File: src/rtl/mem_arb_pkg.sv
// mem_arb_pkg: state, owner and operation encodings shared by the memory arbiter
package mem_arb_pkg;
    typedef enum logic [1:0] {IDLE = 2'b00, BUSY = 2'b01, DRAIN = 2'b10} state_t;
    typedef enum logic {OWN_I = 1'b0, OWN_D = 1'b1} owner_t;
    typedef enum logic {OP_RD = 1'b0, OP_WR = 1'b1} op_t;
endpackage

File: src/rtl/mem_arb_starve.sv
// mem_arb_starve: saturating count of data grants taken while instruction waits
module mem_arb_starve
    import mem_arb_pkg::*;
#(
    parameter int STARVE_LIMIT = 4
) (
    input  logic clk,
    input  logic rst,
    input  logic i_req,
    input  logic i_gnt_d,
    input  logic i_gnt_i,
    output logic o_force_i
);
    logic [3:0] r_cnt;
    logic       w_sat;
    assign w_sat     = r_cnt == 4'(STARVE_LIMIT);
    assign o_force_i = i_req & w_sat;
    always_ff @(posedge clk or posedge rst) begin
        if (rst)
            r_cnt <= '0;
        else if (i_gnt_i)
            r_cnt <= '0;
        else if (i_gnt_d)
            r_cnt <= !i_req ? 4'd0 : w_sat ? r_cnt : r_cnt + 4'd1;
    end
endmodule

File: src/rtl/mem_arbiter.sv
// mem_arbiter: shares one mem_system between instruction fetch and data ports,
// data first with a starvation guard, watchdog abort and drain of hung accesses
module mem_arbiter
    import mem_arb_pkg::*;
#(
    parameter int STARVE_LIMIT = 4,
    parameter int TIMEOUT_CYC  = 64
) (
    input  logic        clk,
    input  logic        rst,
    input  logic        i_req,
    input  logic [15:0] i_addr,
    output logic [15:0] i_data_out,
    output logic        i_done,
    output logic        i_stall,
    output logic        i_hit,
    output logic        i_err,
    input  logic        d_rd,
    input  logic        d_wr,
    input  logic [15:0] d_addr,
    input  logic [15:0] d_data_in,
    output logic [15:0] d_data_out,
    output logic        d_done,
    output logic        d_stall,
    output logic        d_hit,
    output logic        d_err,
    output logic [15:0] mem_addr,
    output logic [15:0] mem_data_in,
    output logic        mem_rd,
    output logic        mem_wr,
    input  logic [15:0] mem_data_out,
    input  logic        mem_done,
    input  logic        mem_stall,
    input  logic        mem_hit,
    input  logic        mem_err,
    output logic        gnt_i,
    output logic        gnt_d
);
    state_t      r_state, w_next;
    owner_t      r_owner;
    op_t         r_op;
    logic [15:0] r_addr, r_wdata;
    logic [7:0]  r_wd;
    logic        w_live, w_idle, w_busy, w_act, w_force_i, w_gnt_d, w_gnt_i;
    logic        w_d_ill, w_fin, w_to, w_done, w_i_fin, w_d_fin, w_unused;
    assign w_unused = mem_stall;
    assign w_live   = ~rst;
    assign w_idle   = r_state == IDLE;
    assign w_busy   = r_state == BUSY;
    assign w_act    = w_live & ~w_idle;
    assign w_d_ill  = w_idle & d_rd & d_wr;
    assign w_gnt_d  = w_idle & (d_rd ^ d_wr) & ~w_force_i;
    assign w_gnt_i  = w_idle & ~w_gnt_d & i_req;
    assign w_fin    = w_busy & mem_done;
    assign w_to     = w_busy & ~mem_done & (r_wd == 8'(TIMEOUT_CYC - 1));
    assign w_done   = w_fin | w_to;
    mem_arb_starve #(.STARVE_LIMIT(STARVE_LIMIT)) u_starve (
        .clk       (clk),
        .rst       (rst),
        .i_req     (i_req),
        .i_gnt_d   (w_gnt_d),
        .i_gnt_i   (w_gnt_i),
        .o_force_i (w_force_i)
    );
    always_ff @(posedge clk or posedge rst) begin
        if (rst)
            r_state <= IDLE;
        else
            r_state <= w_next;
    end
    always_comb begin
        w_next = r_state;
        w_next = w_idle ? ((w_gnt_d | w_gnt_i) ? BUSY : IDLE)
               : w_busy ? (w_fin ? IDLE : w_to ? DRAIN : BUSY)
               : (mem_done ? IDLE : DRAIN);
    end
    // The request is captured at grant so mem_system sees a stable op for the whole access.
    always_ff @(posedge clk or posedge rst) begin
        if (rst) begin
            r_owner <= OWN_D;
            r_op    <= OP_RD;
            r_addr  <= '0;
            r_wdata <= '0;
            r_wd    <= '0;
        end else if (w_gnt_d | w_gnt_i) begin
            r_owner <= w_gnt_d ? OWN_D : OWN_I;
            r_op    <= (w_gnt_d & d_wr) ? OP_WR : OP_RD;
            r_addr  <= w_gnt_d ? d_addr : i_addr;
            r_wdata <= w_gnt_d ? d_data_in : 16'h0;
            r_wd    <= '0;
        end else if (w_busy) begin
            r_wd <= r_wd + 8'd1;
        end
    end
    assign mem_rd      = w_act & (r_op == OP_RD);
    assign mem_wr      = w_act & (r_op == OP_WR);
    assign mem_addr    = w_act ? r_addr : 16'h0;
    assign mem_data_in = mem_wr ? r_wdata : 16'h0;
    assign gnt_i       = w_live & w_busy & (r_owner == OWN_I);
    assign gnt_d       = w_live & w_busy & (r_owner == OWN_D);
    // Timeout and illegal-request completions force err; a real completion reports mem_err.
    assign w_i_fin     = w_live & w_done & (r_owner == OWN_I);
    assign w_d_fin     = w_live & ((w_done & (r_owner == OWN_D)) | w_d_ill);
    assign i_done      = w_i_fin;
    assign i_data_out  = (w_i_fin & w_fin) ? mem_data_out : 16'h0;
    assign i_hit       = w_i_fin & w_fin & mem_hit;
    assign i_err       = w_i_fin & (w_to | mem_err);
    assign i_stall     = w_live & i_req & ~i_done;
    assign d_done      = w_d_fin;
    assign d_data_out  = (w_d_fin & w_fin) ? mem_data_out : 16'h0;
    assign d_hit       = w_d_fin & w_fin & mem_hit;
    assign d_err       = w_d_fin & (w_d_ill | w_to | mem_err);
    assign d_stall     = w_live & (d_rd | d_wr) & ~d_done;
endmodule

File: config.mk
export PLATFORM = sky130hd
export DESIGN_NAME = mem_arbiter
export DESIGN_NICKNAME = d
export VERILOG_FILES = /design/src/rtl/mem_arb_pkg.sv /design/src/rtl/mem_arb_starve.sv /design/src/rtl/mem_arbiter.sv
export SDC_FILE = /design/constraint.sdc
export NUM_CORES = 1
export LEC_CHECK = 0
export CAP_MARGIN = 20
export CORE_MARGIN = 10
export CORE_UTILIZATION = 30
export CTS_CLUSTER_SIZE = 24
export DETAILED_ROUTE_END_ITERATION = 7
export HOLD_SLACK_MARGIN = 0.1
export PLACE_DENSITY = 0.66
export SYNTH_ARGS = -nofsm -noshare
export SYNTH_HDL_FRONTEND = slang
export SYNTH_HIERARCHICAL = 1
export SYNTH_SLANG_ARGS = --single-unit
File: constraint.sdc
create_clock -name clk -period 7 [get_ports clk]
set_input_delay 1.4 -clock clk [delete_from_list [all_inputs] [get_ports clk]]
set_output_delay 1.4 -clock clk [all_outputs]
set_load 0.01 [all_outputs]
==> impl_metrics.ini <==
[timing]
rsz0062_at_grt = false
finalSetupViolations = 0
worst_pin_slew_ns = 0.706
setup-tns-final_ns = 0
fin_skew_ns = 0.0131
min_period_over_period = 0.723
maxSlewViolCount = 0
period_minus_slack_ns = 5.06
max_freq_mhz = 198
hold_viol_final = 0
holdWs_ns = 0.502
slew_headroom = 0.526

[placement]
gp_congestion = 0.741
portBuffers = 147
hpwlAfterDp_um = 7190

[floorplanning]
die-area_um2 = 13700
die_w_um = 117
initial_core_util = 0.307
ios = 149
core_um2 = 9240
num_rows = 35
die_y_um = 117

[worst_setup_path]
worst-endpoint-arrival_ns = 3.66
critPathRequiredTime_ns = 5.60
start_kind = input pin
r2r_cells = 9
crit_type = in2out
regToRegEndpoint = u_starve/r_cnt[2]
crit_path_end_kind = output port
rr_startpoint = u_starve/r_cnt[0]
r2r_slack_ns = 4.58
crit_path_max_fanout = 46

[drt]
ant_nets = 0
via_per_inst = 4.70
wire_per_inst_um = 17.1
dr.first_iter.drc_count = 130
finalWirelength_um = 9690
vias = 2667
drc_errors = 0
firstDrtPassIters = 4

[clocking]
insertion_delay_ns = 0.31
clock_path_buffers = 2
clk_pin_slew_worst_paths_ns = 0.10
cts_buffers = 5
post_cts_buffers = 0
clock-sinks = 48
htree_levels = 2
holdBufCountCts = 0
ctsResizeCount = 0
clk_root_buffer_cell = clkbuf_8
cts_tree = yes

[synthesis]
synth_area_um2 = 2840
synth-seq-cells = 48
synth_cell_types = 43
ys_seq_area_frac = 0.424
syn_nets = 374
async_reset_ff_frac = 1.00
synthFlopType = dfrtp_1
syn_inst = 297
syn_avg_cell_area_um2 = 9.55
yosysWarnings = 6
synth_edf_count = 0

[grt]
grt_pass1_vias = 2706
antenna_found_initial = 0
grt_use_total = 0.132
grt_pass1_wl_um = 14600
grt_overflow_total = 0
grt_max_degree = 56

[cells_and_area]
antenna_cells = 0
drive_gt1_frac = 0.0571
nets = 514
syn_to_final_growth_pct = 60.0

[run]
drv_cap = 0

[run_status]
status = finished clean

[power_and_ir_drop]
p_sw_mw = 0.378
irDropWorstVdd_v = 0.0000987
combinationalPowerShare = 0.396
pwr-share-clk = 0.193
p_seq_frac = 0.411
sw_frac_of_total = 0.346
p_leak_nw = 1.90
p_int_mw = 0.716
powerDensity_nw_per_um2 = 241

[hold_path]
min_path_type = reg2reg
hp-start = r_wdata[12]
min_to = r_wdata[12]
holdPathStages = 1
-- through the flow --
| step | instance area (um^2) | total power, mW | setup slack, ns | util | cells |
|---|---|---|---|---|---|
| global route | 4540 | 1.17 | 1.72 | 0.491 | 567 |
| finish | 4540 | 1.09 | 1.94 | 0.491 | 567 |
| CTS | 4510 | 1.10 | 1.71 | 0.488 | 565 |
| detailed placement | 4390 | 0.886 | 1.72 | 0.476 | 557 |
| floorplan | 2840 | 0.689 | 2.33 | - | 297 |
| global placement | 4390 | 0.872 | 1.72 | 0.476 | 557 |
-- per-layer routing --
layer  up-vias  GRT usage  wire length, um
met5         -          0                0
met4         0     0.0288               70
met3         6     0.0321              556
met2        70      0.222             4880
met1      1276      0.168             4180
li1       1315          -                -
-- worst max-delay path by stage --
stage,from,endpoint,slack [ns],depth (start not counted)
detailed placement,rst,mem_data_in[10],1.72,4
finish,rst,d_err,1.94,6
CTS,rst,mem_data_in[10],1.71,4
global placement,rst,mem_data_in[10],1.72,4
global route,rst,d_err,1.72,6
floorplan,rst,d_data_out[10],2.33,5
-- Yosys cell counts (all sizes together) (2+ instances only) --
cell type  count  area share
and3          17       0.038
nor3b          3      0.0097
a21oi         12       0.021
clkbuf         8       0.011
nor2b          4      0.0088
inv           12       0.016
nor2           8       0.011
or3            4      0.0088
mux2i         16       0.056
a22o          17       0.053
nand3          3      0.0071
xnor2          2      0.0062
nand2         22       0.029
nand4          5       0.011
a31oi          2      0.0044
nand4b         3       0.015
ha             4       0.018
buf           11       0.026
dfrtp         47        0.41
o21ai         23       0.041
and2          52        0.11
nor3           2      0.0035
nand3b         2      0.0053
and4           2      0.0062
o31ai          3      0.0079
a21o           3      0.0079
-- kinds of logic after synthesis --
kind of cell / Yosys count / synth area share
AOI/OAI and AO/OA: 63 / 0.147
xor gates and xnor gates: 2 / 0.00618
adders and majority gates: 4 / 0.0177
buffers and inverters: 31 / 0.0530
DFF: 48 / 0.424
muxes: 16 / 0.0565
and+or+nand+nor: 133 / 0.296
-- power groups by stage --
stage | Clock (mW) | Combinational (mW) | Sequential (mW)
2_1_floorplan | 0 | 0.270 | 0.419
3_3_place_gp | 0 | 0.423 | 0.449
3_5_place_dp | 0 | 0.433 | 0.453
4_1_cts | 0.220 | 0.434 | 0.449
5_1_grt | 0.231 | 0.480 | 0.463
6_report | 0.211 | 0.433 | 0.450
-- registers in the layout (all words and copies together), names as in the netlist --
register / cells
r_op: 1
r_wd: 8
r_wdata: 16
r_owner: 1
r_addr: 16
u_starve/r_cnt: 4
r_state: 2
-- layout make-up --
| type | count | area (um^2) |
|---|---|---|
| fillers | 874 | 4700 |
| repair buffers | 152 | 1520 |
| multi-input cells | 218 | 1490 |
| flip-flops and latches | 48 | 1200 |
| well taps | 129 | 161 |
| clock buffers | 5 | 68.8 |
| clock inverters | 3 | 46.3 |
| inverters | 12 | 45.0 |
-- cell usage in the layout, fill, tap and decap left out, drive strengths merged, types with 4 or more instances in the layout --
cell type        n
inv             13
or3              4
and3            17
o21ai           23
ha               4
nor2b            4
clkbuf           5
clkdlybuf4s50  147
dfrtp           47
a21oi           12
nand2           22
and2            52
buf              5
nor2             8
nand4            5
a22o            17
mux2i           16
-- worst max-delay path: stages --
cell and delay [ns]:
clkdlybuf4s50_1 0.67, inv_2 0.13, buf_4 0.51, nand4_1 0.24
o31ai_1 0.11, clkdlybuf4s50_1 0.58
(Power assumes the default switching activity.)
